==> src/rtl/wave_writer_pkg.sv <==
// Shared audio package for the waveform loader.
// Holds the capture FSM state encoding and the number of stream bytes that
// make up one sample. Imported by wave_writer and byte_pair_packer.
package wave_writer_pkg;

  typedef enum logic [2:0] {
    IDLE  = 3'd0,
    LOW   = 3'd1,
    HIGH  = 3'd2,
    WRITE = 3'd3,
    DONE  = 3'd4
  } ww_state_e;

  localparam int BYTES_PER_SAMPLE = 2;

endpackage

==> src/rtl/wave_writer_packer.sv <==
// byte_pair_packer: assembles two little-endian stream bytes into one sample.
// Ports:
//   i_clk, i_rst  - system clock, synchronous active-high reset
//   i_byte        - incoming stream byte
//   i_valid       - i_byte is valid
//   i_ready       - consumer (capture FSM) can take a byte this cycle
//   i_hi_sel      - 1: accepted byte is the high half, 0: the low half
//   o_accept      - handshake completed this cycle
//   o_sample      - {high byte, low byte} as last accepted
module byte_pair_packer
  import wave_writer_pkg::*;
(
  input  logic                          i_clk,
  input  logic                          i_rst,
  input  logic [7:0]                    i_byte,
  input  logic                          i_valid,
  input  logic                          i_ready,
  input  logic                          i_hi_sel,
  output logic                          o_accept,
  output logic [8*BYTES_PER_SAMPLE-1:0] o_sample
);

  logic [7:0] r_low;
  logic [7:0] r_high;

  assign o_accept = i_valid & i_ready;
  assign o_sample = {r_high, r_low};

  always_ff @(posedge i_clk) begin
    if (i_rst) begin
      r_low  <= '0;
      r_high <= '0;
    end else if (o_accept) begin
      if (i_hi_sel) r_high <= i_byte;
      else          r_low  <= i_byte;
    end
  end

endmodule

==> src/rtl/wave_writer.sv <==
// wave_writer: captures a byte stream into main memory as 16-bit samples.
// A start pulse latches min(length_in, BRAM_DEPTH); each sample is taken as
// low byte then high byte and written at consecutive addresses from 0.
// Optional feature: define WAVE_WRITER_CHECKSUM_EN to add checksum_out, the
// modulo-2^16 sum of the samples written by the current capture.
// Ports:
//   clk_in, rst_in          - system clock, synchronous active-high reset
//   start_in, length_in     - begin capture of length_in samples
//   byte_in, byte_valid_in  - incoming stream, byte_ready_out is the ready
//   mem_addr_out/data/we    - main-memory write port
//   busy_out, done_out      - capture in progress / one-cycle completion pulse
//   count_out               - samples written so far
//   checksum_out            - (WAVE_WRITER_CHECKSUM_EN only) running sample sum
module wave_writer
  import wave_writer_pkg::*;
#(
  parameter int SAMPLE_WIDTH = 16,
  parameter int BRAM_DEPTH   = 4096,
  parameter int WW_WIDTH     = 12
) (
  input  logic                    clk_in,
  input  logic                    rst_in,
  input  logic                    start_in,
  input  logic [WW_WIDTH-1:0]     length_in,
  input  logic [7:0]              byte_in,
  input  logic                    byte_valid_in,
  output logic                    byte_ready_out,
  output logic [WW_WIDTH-1:0]     mem_addr_out,
  output logic [SAMPLE_WIDTH-1:0] mem_data_out,
  output logic                    mem_we_out,
  output logic                    busy_out,
  output logic                    done_out,
  output logic [WW_WIDTH-1:0]     count_out
`ifdef WAVE_WRITER_CHECKSUM_EN
  ,
  output logic [15:0]             checksum_out
`endif
);

  // One extra bit so a depth of exactly 2^WW_WIDTH is representable.
  localparam logic [WW_WIDTH:0] DEPTH_EXT = (WW_WIDTH + 1)'(BRAM_DEPTH);

  ww_state_e                r_state;
  ww_state_e                w_next;
  logic [WW_WIDTH:0]        r_len;
  logic [WW_WIDTH-1:0]      r_idx;
  logic [WW_WIDTH-1:0]      r_count;
  logic [WW_WIDTH:0]        w_len_ext;
  logic [WW_WIDTH:0]        w_len_clamped;
  logic                     w_len_zero;
  logic                     w_last;
  logic                     w_ready;
  logic                     w_accept;
  logic                     w_start;
  logic [SAMPLE_WIDTH-1:0]  w_sample;

  assign w_len_ext     = {1'b0, length_in};
  assign w_len_clamped = (w_len_ext > DEPTH_EXT) ? DEPTH_EXT : w_len_ext;
  assign w_len_zero    = (r_len == '0);
  assign w_last        = (({1'b0, r_idx} + 1'b1) == r_len);
  assign w_start       = (r_state == IDLE) && start_in;

  // The zero-length decision is made from the latched length in the first
  // cycle after start, so LOW must not offer ready while that decision is
  // pending; this makes an empty capture finish two cycles after start.
  assign w_ready = ((r_state == LOW) && !w_len_zero) || (r_state == HIGH);
  assign byte_ready_out = w_ready;

  byte_pair_packer u_packer (
    .i_clk    (clk_in),
    .i_rst    (rst_in),
    .i_byte   (byte_in),
    .i_valid  (byte_valid_in),
    .i_ready  (w_ready),
    .i_hi_sel (r_state == HIGH),
    .o_accept (w_accept),
    .o_sample (w_sample)
  );

  assign mem_addr_out = r_idx;
  assign mem_data_out = w_sample;
  assign count_out    = r_count;

  always_ff @(posedge clk_in) begin
    if (rst_in) begin
      r_state <= IDLE;
      r_len   <= '0;
      r_idx   <= '0;
      r_count <= '0;
    end else begin
      r_state <= w_next;
      if (w_start) begin
        r_len   <= w_len_clamped;
        r_idx   <= '0;
        r_count <= '0;
      end else if (r_state == WRITE) begin
        r_count <= r_count + 1'b1;
        // Holding the index on the final sample keeps it within the memory
        // even when the capture fills all BRAM_DEPTH locations.
        if (!w_last) r_idx <= r_idx + 1'b1;
      end
    end
  end

  always_comb begin
    w_next     = r_state;
    mem_we_out = 1'b0;
    busy_out   = 1'b0;
    done_out   = 1'b0;
    case (r_state)
      IDLE: begin
        if (start_in) w_next = LOW;
      end
      LOW: begin
        busy_out = 1'b1;
        if (w_len_zero)    w_next = DONE;
        else if (w_accept) w_next = HIGH;
      end
      HIGH: begin
        busy_out = 1'b1;
        if (w_accept) w_next = WRITE;
      end
      WRITE: begin
        busy_out   = 1'b1;
        mem_we_out = 1'b1;
        w_next     = w_last ? DONE : LOW;
      end
      DONE: begin
        busy_out = 1'b1;
        done_out = 1'b1;
        w_next   = IDLE;
      end
      default: w_next = IDLE;
    endcase
  end

`ifdef WAVE_WRITER_CHECKSUM_EN
  logic [15:0] r_csum;

  always_ff @(posedge clk_in) begin
    if (rst_in)                 r_csum <= '0;
    else if (w_start)           r_csum <= '0;
    else if (r_state == WRITE)  r_csum <= r_csum + w_sample[15:0];
  end

  assign checksum_out = r_csum;
`endif

endmodule

==> config.mk <==
export PLATFORM = sky130hd
export DESIGN_NAME = wave_writer
export DESIGN_NICKNAME = d
export VERILOG_FILES = /design/src/rtl/wave_writer_pkg.sv /design/src/rtl/wave_writer_packer.sv /design/src/rtl/wave_writer.sv
export SDC_FILE = /design/constraint.sdc
export NUM_CORES = 1
export LEC_CHECK = 0
export CAP_MARGIN = 20
export CORE_UTILIZATION = 42
export DETAILED_ROUTE_END_ITERATION = 10
export GPL_TIMING_DRIVEN = 0
export PLACE_DENSITY = 0.73
export SYNTH_ARGS = -nofsm -noshare
export SYNTH_HDL_FRONTEND = slang
export SYNTH_SLANG_ARGS = --single-unit
export TNS_END_PERCENT = 100
==> constraint.sdc <==
create_clock -name clk_in -period 2.33 [get_ports clk_in]
set_input_delay 0.699 -clock clk_in [delete_from_list [all_inputs] [get_ports clk_in]]
set_output_delay 0.699 -clock clk_in [all_outputs]
set_load 0.05 [all_outputs]
==> results summary, run 1 <==
The run finished, with violations left. The checks that failed: setup timing. Setup violations remaining at the end of the flow were counted as 10. The number of enable-type register cells in the synthesized netlist came out at 0. The total length of routed wires came out at 7250 µm. The cell with the largest stage delay on the worst path is sky130_fd_sc_hd__dfxtp_4.

The tightest min-delay check is of the reg2reg type. In the final layout, the share of cells above drive strength 1 is 0.1812. The area overhead of the layout relative to synthesis is 44.64%. The CTS root buffer is sky130_fd_sc_hd__clkbuf_8. Setup repair after global routing could not meet its margin everywhere.

The buffer levels on the longest clock path is 2. The kind of cell with the highest combined delay along the critical path is compound AO/OA/AOI/OAI gates. The overall die height is just over 80 µm. The placer congestion estimate is roughly 0.93. The cell count along the critical path is 10.

Power spread over the standard cell area amounts to 540.3 nW/µm². Counting the fill cells in the layout gives about 520. The endpoint identified for the worst register-to-register timing path is mem_addr_out[7]. The initial detailed-routing violation count came out at 255. After clock tree synthesis, the clock-pin slew on the worst setup and hold paths is 100 ps. The first-pass detailed-route iteration total came out at 5.

In this design, the stage delay of the slowest critical-path cell is 420 ps. The die area is 6717 µm². The worst-case vdd ir drop is approximately 0.33 mV.

The initial core utilization is 0.4456. The origin of the critical flop-to-flop path is mem_addr_out[0]. The post-synthesis instance total is 328.

In the routed design, unresolved DRC markers number 0. Global routing finished with a remaining overflow of 0. The number of buffer and inverter instances along the worst setup path came out at 2. The critical path endpoint category is a flip-flop. The share of the Yosys chip area taken by registers is 0.4101.

Pin placement for this block handled 68 I/O pins. The core footprint is 6026 µm². The worst reg-to-reg path cell count came out at 10. The first global-routing pass estimated 10,610 µm of wire.

Setup slack on the worst reg-to-reg path comes out at -60 ps. The count of endpoints failing hold in the final timing report came to 0. The critical path starts at mem_addr_out[0]. Data on the critical path is required at its endpoint by 2580 ps.

The initial antenna violation count is 0. The utilization after layout is 0.6445. The post-synthesis instance area is 2685 µm². The share of the clock period used by the worst path after layout came out at 1.025. The clock latency of the later-clocked register in the worst-skew pair came out at 320 ps. Max-cap violations in this run came to 0.

For this block, the via count after detailed routing is 2,694. The peak clock frequency supported by timing came out at 418.8 MHz. Counting the buffers created by CTS gives 5. The remaining number of nets flagged by the antenna check after routing is 0. The number of I/O port buffers is 66. The vias per cell came out at between 5 and 6.

In this run the worst path has a maximum fanout of 7. The clock period minus final worst setup slack came out at 2388 ps. The quantity of hold-fixing buffers added after cts is 0. In this run, synthesis produced a sequential element count of 55. The global router's overall resource usage is 0.2044. The count of standard-cell rows is 28. Summed over all failing endpoints, the final setup total negative slack is -436.5 ps. Data on the critical path arrives at its endpoint at 2640 ps.

The transition time of the tightest slew-check pin is ~520 ps. For this run, the number of Yosys warnings is 0. The H-tree depth is 2. The number of global-route vias before repair is approximately 2,300. The setup clock skew after layout is 7.826 ps.

The final setup slack of the worst path came out at -57.96 ps. The worst pin sits at a relative slew slack of 0.6525. The average size of a mapped cell came out at about 8.2 µm². The HPWL reported at the end of detailed placement came out at approximately 4600 µm. The final max-slew violation count came out at 0. TritonCTS built the clock tree.

STA classifies the critical path startpoint as a flip-flop. The maximum number of pins on one net before global-route repair is 19. The critical path ends at mem_addr_out[7].

The net count after synthesis is roughly 350. Traced cell by cell, the critical path runs through ha_4 > xor2_4 > nand3_2 > a2111oi_4 > o211ai_1 > nor4_4 > buf_6 > clkbuf_16 > o31ai_1 > a21oi_1. The async set or reset register ratio after synthesis is 0. The netlist uses 46 different library cells. The antenna diode count came out at 0. The floorplan step set the die width to 81.96 µm. In the final design database the tool counted 439 nets. The routed length per placed instance is 14.83 µm. The leakage component of the power came out at 1.448 nW.

The setup path with the least slack is of type reg2reg. The clock net sink count came out at 55. The dominant synthesized flop cell is sky130_fd_sc_hd__dfxtp_1.
[through the flow]
stage	total power (W)	instance area, µm²	hold WS, ps	setup slack, ps	std cells
2_1_floorplan	0.001263	2746	460.5	10.81	328
3_3_place_gp	0.001382	3501	441.4	-260.6	469
3_5_place_dp	0.001387	3501	446.2	-278.8	469
4_1_cts	0.002045	3633	459.7	-52.48	477
5_1_grt	0.002186	3884	490.5	-104.9	489
6_report	0.002098	3884	459.8	-57.96	489
[worst min-delay path, stage by stage, from the launching register on]
cell and delay [ps]:
sky130_fd_sc_hd__dfxtp_1 320, sky130_fd_sc_hd__nand2_1 50, sky130_fd_sc_hd__a21oi_1 50
[power by group]
| part | switching, W | total (W) | internal, W |
|---|---|---|---|
| sequential | 0.0000505 | 0.00102 | 0.000967 |
| clock | 0.000338 | 0.000662 | 0.000324 |
| combinational | 0.000234 | 0.000419 | 0.000185 |
| total | 0.000622 | 0.00210 | 0.00148 |
[registers in the layout, summed over array words and instances, names as in the netlist]
signal           cells
u_packer.r_high      8
r_state              3
mem_addr_out        12
u_packer.r_low       8
count_out           12
r_len               12
[cells in the final DEF (no fill, tap or decap), drive strengths merged, types with 2 or more instances in the layout]
| cell type | n |
|---|---|
| nand4 | 6 |
| clkdlybuf4s50 | 58 |
| nand3 | 11 |
| inv | 3 |
| or3 | 7 |
| buf | 25 |
| nor2 | 28 |
| ha | 2 |
| dlymetal6s2s | 2 |
| and2 | 3 |
| nand2b | 3 |
| a2111oi | 2 |
| nor3b | 2 |
| nor4 | 6 |
| dfxtp | 55 |
| xnor2 | 8 |
| o211ai | 3 |
| and4 | 3 |
| a21oi | 37 |
| dlygate4sd2 | 2 |
| clkbuf | 16 |
| or4 | 8 |
| o31ai | 8 |
| o22a | 2 |
| nand2 | 59 |
| xor2 | 14 |
| mux2i | 10 |
| nor3 | 3 |
| and3 | 2 |
| o21ai | 8 |
| nor2b | 4 |
[logic make-up after synthesis]
group / count (synthesis) / share of synthesized area
flops: 55 / 0.4101
simple gates: 148 / 0.2777
compound gates: 67 / 0.1501
fa+ha+maj: 2 / 0.009318
xor+xnor: 22 / 0.07176
mux: 10 / 0.03728
buf+inv: 24 / 0.04380
[worst min-delay path by stage]
stage / from / to / slack (ps) / depth (start not counted)
after floorplan: r_len[10] / r_len[10] / 460 / 2
after global placement: u_packer.r_high[0] / u_packer.r_high[0] / 440 / 2
after detailed placement: u_packer.r_high[0] / u_packer.r_high[0] / 450 / 2
after CTS: u_packer.r_high[0] / u_packer.r_high[0] / 460 / 2
after global routing: u_packer.r_high[6] / u_packer.r_high[6] / 490 / 2
final: u_packer.r_high[0] / u_packer.r_high[0] / 460 / 2
[metal layers]
metal | part of all wire | track usage
met5 | 0 | 0
met4 | 0.012 | 0.05965
met3 | 0.074 | 0.06222
met2 | 0.48 | 0.3240
met1 | 0.43 | 0.2654
[synth_stat cells, drive strengths merged, types with 7 or more instances]
cell    instances  area (µm²)
xor2           14       122.6
nand2          59       221.5
or4             8       60.06
nor2           28       105.1
or3             7       43.79
o21ai           8       40.04
a21oi          37       185.2
o31ai           8       60.06
nand3          11       60.06
dfxtp          55        1101
xnor2           8       70.07
mux2i          10       100.1
buf            10       65.05
clkbuf         11       41.29
[cell type report]
class	instances	area [µm²]	share of cell area
Clock inverter	3	46.29	0.01192
Inverter	3	11.26	0.002899
Timing Repair Buffer	85	815.8	0.2101
Clock buffer	5	68.82	0.01772
Tap cell	75	93.84	0.02416
Multi-Input combinational cell	249	1625	0.4185
Sequential cell	55	1149	0.2957
Buffer	14	73.82	0.01901
[repair_timing]
item,4_1_cts,5_1_grt
buffers inserted,2,15
pin swaps,2,19
resized for setup,23,35
endpoints found under the hold margin,0,0
cloned,0,2
endpoints found under the setup margin,19,17
No activity file was read; power rests on OpenSTA's default activity.
==> run 2: changes to the inputs <==
CTS_BUF_LIST = sky130_fd_sc_hd__clkbuf_16   (was not set)
SKIP_LAST_GASP = 1   (was not set)
clock period = 1.93 ns   (was 2.33 ns; I/O delays follow)
==> results summary, run 2 (synthesis results as in run 1) <==
The number of endpoints failing setup at the final stage came out at 15 (+5). The area of all placed cells without fillers came out at 4055 µm² (+4.4%). The antenna diode count is 0 (unchanged).

The fraction of final layout cells sized beyond drive strength 1 came out at 0.2384 (+0.05727). The commonest non-fill, non-tap cell in the layout is sky130_fd_sc_hd__nand2_1. The share of the clock period used by the worst path after layout is 1.242 (+0.2168). The transition time of the tightest slew-check pin is 561.8 ps (+42.25 ps). The signal on the critical path passes through and4_4 > buf_6 > nand4_1 > xor2_2 > o221ai_2 > nor4_4 > buf_4 > buf_6 > or4_4 > a21oi_2. The count of vias placed by the detailed router came out at 2,818 (+4.6%).

The critical path in this run is classified as reg2reg. The leakage component of the power is 1.715 nW (+18%). The die boundary width is 81.96 µm (unchanged). The initial detailed-routing violation count came out at 197 (-23%). The count of standard-cell rows came out at 28 (unchanged). The initial antenna violation count is 0 (unchanged). The buffer levels on the longest clock path came out at 2 (unchanged). The routed length per placed instance is 15.39 µm (+3.8%). The data arrival at the endpoint of the critical path came out at 2620 ps (-20 ps). The tightest min-delay check is of the reg2reg type.

The clock net sink count is 55 (unchanged). The max capacitance violation total was 0 (unchanged). The count of endpoints failing hold in the final timing report was 0 (unchanged).

The final max-slew violation count is 0 (unchanged). The core footprint came to 6026 µm² (unchanged). Setup repair after global routing could not meet its margin everywhere. The top fanout value on the critical path was 7 (unchanged). The instance area at placement is 3513 µm² (+0.36%). The data required time at the worst endpoint is 2150 ps (-430 ps). The relative slew slack is 0.6254 (-0.02708).

The worst-case vdd ir drop came out at 0.5569 mV (+69%). The total length of routed wires is 7804 µm (+7.6%). The global-route wire length before repair came out at 11,960 µm (+13%). The power per cell area came to 645.7 nW/µm² (+20%). The worst setup path is captured at a flip-flop.

The clock slew at the register clock pins of the worst setup and hold paths is 70 ps (-30 ps). The vias per cell is 5.558 (+0.89%). The longest individual stage delay on the worst path was 420 ps (about the same). CTS placed an instance of sky130_fd_sc_hd__clkbuf_16 at the clock tree root. The overall die height is 81.96 µm (unchanged). The peak clock frequency supported by timing is 417.3 MHz (-0.35%). The worst-case setup slack after placement was -578.4 ps (-299.7 ps). The checks that failed: setup timing. The maximum number of pins on one net before global-route repair came to 18 (-1). The number of nets in the final layout is 457 (+4.1%).

The HPWL reported at the end of detailed placement is 4835 µm (+4.0%). The placer congestion estimate came out at 0.9306 (about the same). Leaving out fill and tap cells, the most frequent cells in the layout are 58 x sky130_fd_sc_hd__nand2_1, 39 x sky130_fd_sc_hd__dfxtp_1, 37 x sky130_fd_sc_hd__dlygate4sd2_1. The number of clock buffers inserted by TritonCTS is 5 (unchanged).

The global router's overall resource usage is 0.2319 (+0.02748). STA classifies the critical path startpoint as a flip-flop. The number of global-route vias before repair is 2,559 (+12%). The clock period minus final worst setup slack is 2396 ps (+8.463 ps).

The final routed DRC violation total is 0 (unchanged). The final-layout fill cell count came to 510 (-2.1%). In this design, the critical path's most frequently occurring cell is sky130_fd_sc_hd__buf_6.

The die area came out at 6717 µm² (unchanged). The first-pass detailed-route iteration total came to 5 (unchanged). Compared with the post-synthesis result, the final layout area differs by 51.03%. The initial core utilization is 0.4456 (unchanged).

The clock latency of the later-clocked register in the worst-skew pair came out at 290 ps (-30 ps). The worst-case hold slack is 452.7 ps (-7.080 ps). The setup clock skew after layout came out at 7.124 ps (-0.7024 ps). TritonCTS built the clock tree. The remaining number of nets flagged by the antenna check after routing is 0 (unchanged). On the critical path, the stage with the largest delay is an instance of sky130_fd_sc_hd__or4_4. The run finished, with violations left.

The number of I/O port buffers came out at 66 (unchanged). The H-tree depth came out at 2 (unchanged). The number of top-level pins is 68 (unchanged). The final setup slack of the worst path was -466.4 ps (-408.5 ps). The remaining global-route overflow is 0 (unchanged).

The quantity of hold-fixing buffers added after cts was 0 (unchanged).
-- run 2: cell types whose count changed in the layout (fill, tap and decap cells not counted), moves of 5 or more --
cell,delta
sky130_fd_sc_hd__clkdlybuf4s50_1,-36
sky130_fd_sc_hd__buf_6,+6
sky130_fd_sc_hd__dlygate4sd2_1,+35
sky130_fd_sc_hd__buf_4,+12
sky130_fd_sc_hd__dfxtp_2,-5
sky130_fd_sc_hd__clkbuf_8,-5
-- run 2: repair_timing --
action	4_1_cts	5_1_grt
setup buffers	24	7
cloned	3	0
setup endpoints to repair	79	32
endpoints found under the hold margin	0	0
pin swaps	24	15
gates resized for setup	96	26
-- run 2: path summary, 6_finish.rpt --
check	slack, ps	cells past startpoint	from	to
min reg2reg	450	2	u_packer.r_high[7]	u_packer.r_high[7]
max	-470	10	mem_addr_out[5]	mem_addr_out[4]
min	450	2	u_packer.r_high[7]	u_packer.r_high[7]
max reg2reg	-470	10	mem_addr_out[5]	mem_addr_out[4]
-- run 2: critical path: cells and delay by family (launching register included) --
kind            cells  cell delay, ps
xor+xnor            1             210
flops               1             390
buf+inv             3             400
compound gates      2             390
simple gates        4             940
-- run 2: layout make-up --
| type | count | area (µm²) | share of cell area |
|---|---|---|---|
| Clock buffer | 5 | 125.1 | 0.03085 |
| Multi-Input combinational cell | 249 | 1643 | 0.4051 |
| Clock inverter | 3 | 20.02 | 0.004937 |
| Timing Repair Buffer | 100 | 897.1 | 0.2212 |
| Buffer | 17 | 117.6 | 0.02900 |
| Sequential cell | 55 | 1146 | 0.2826 |
| Tap cell | 75 | 93.84 | 0.02314 |
| Inverter | 3 | 12.51 | 0.003085 |
-- run 2: report_power, final --
group | total, W | switching, W | internal [W]
Combinational | 0.000491 | 0.000283 | 0.000208
Sequential | 0.00122 | 0.0000550 | 0.00116
Clock | 0.000909 | 0.000426 | 0.000482
-- run 2: stage by stage --
stage                     utilization  TNS (ps)  power [W]  std cells
after floorplan                     -     -4596   0.001531        328
final                          0.6730     -5794   0.002618        507
after global placement         0.5831    -16390   0.001675        469
after detailed placement       0.5831    -17770   0.001683        469
after CTS                      0.6499     -4553   0.002584        501
after global routing           0.6730     -7112   0.002705        507
-- run 2: metal layers --
layer / GRT usage / wire, µm / vias to the layer above
met5: 0 / 0 / -
met2: 0.3752 / 3633 / 132
met4: 0.08596 / 276 / 0
met1: 0.2897 / 3294 / 1297
li1: - / - / 1354
met3: 0.06778 / 599 / 35
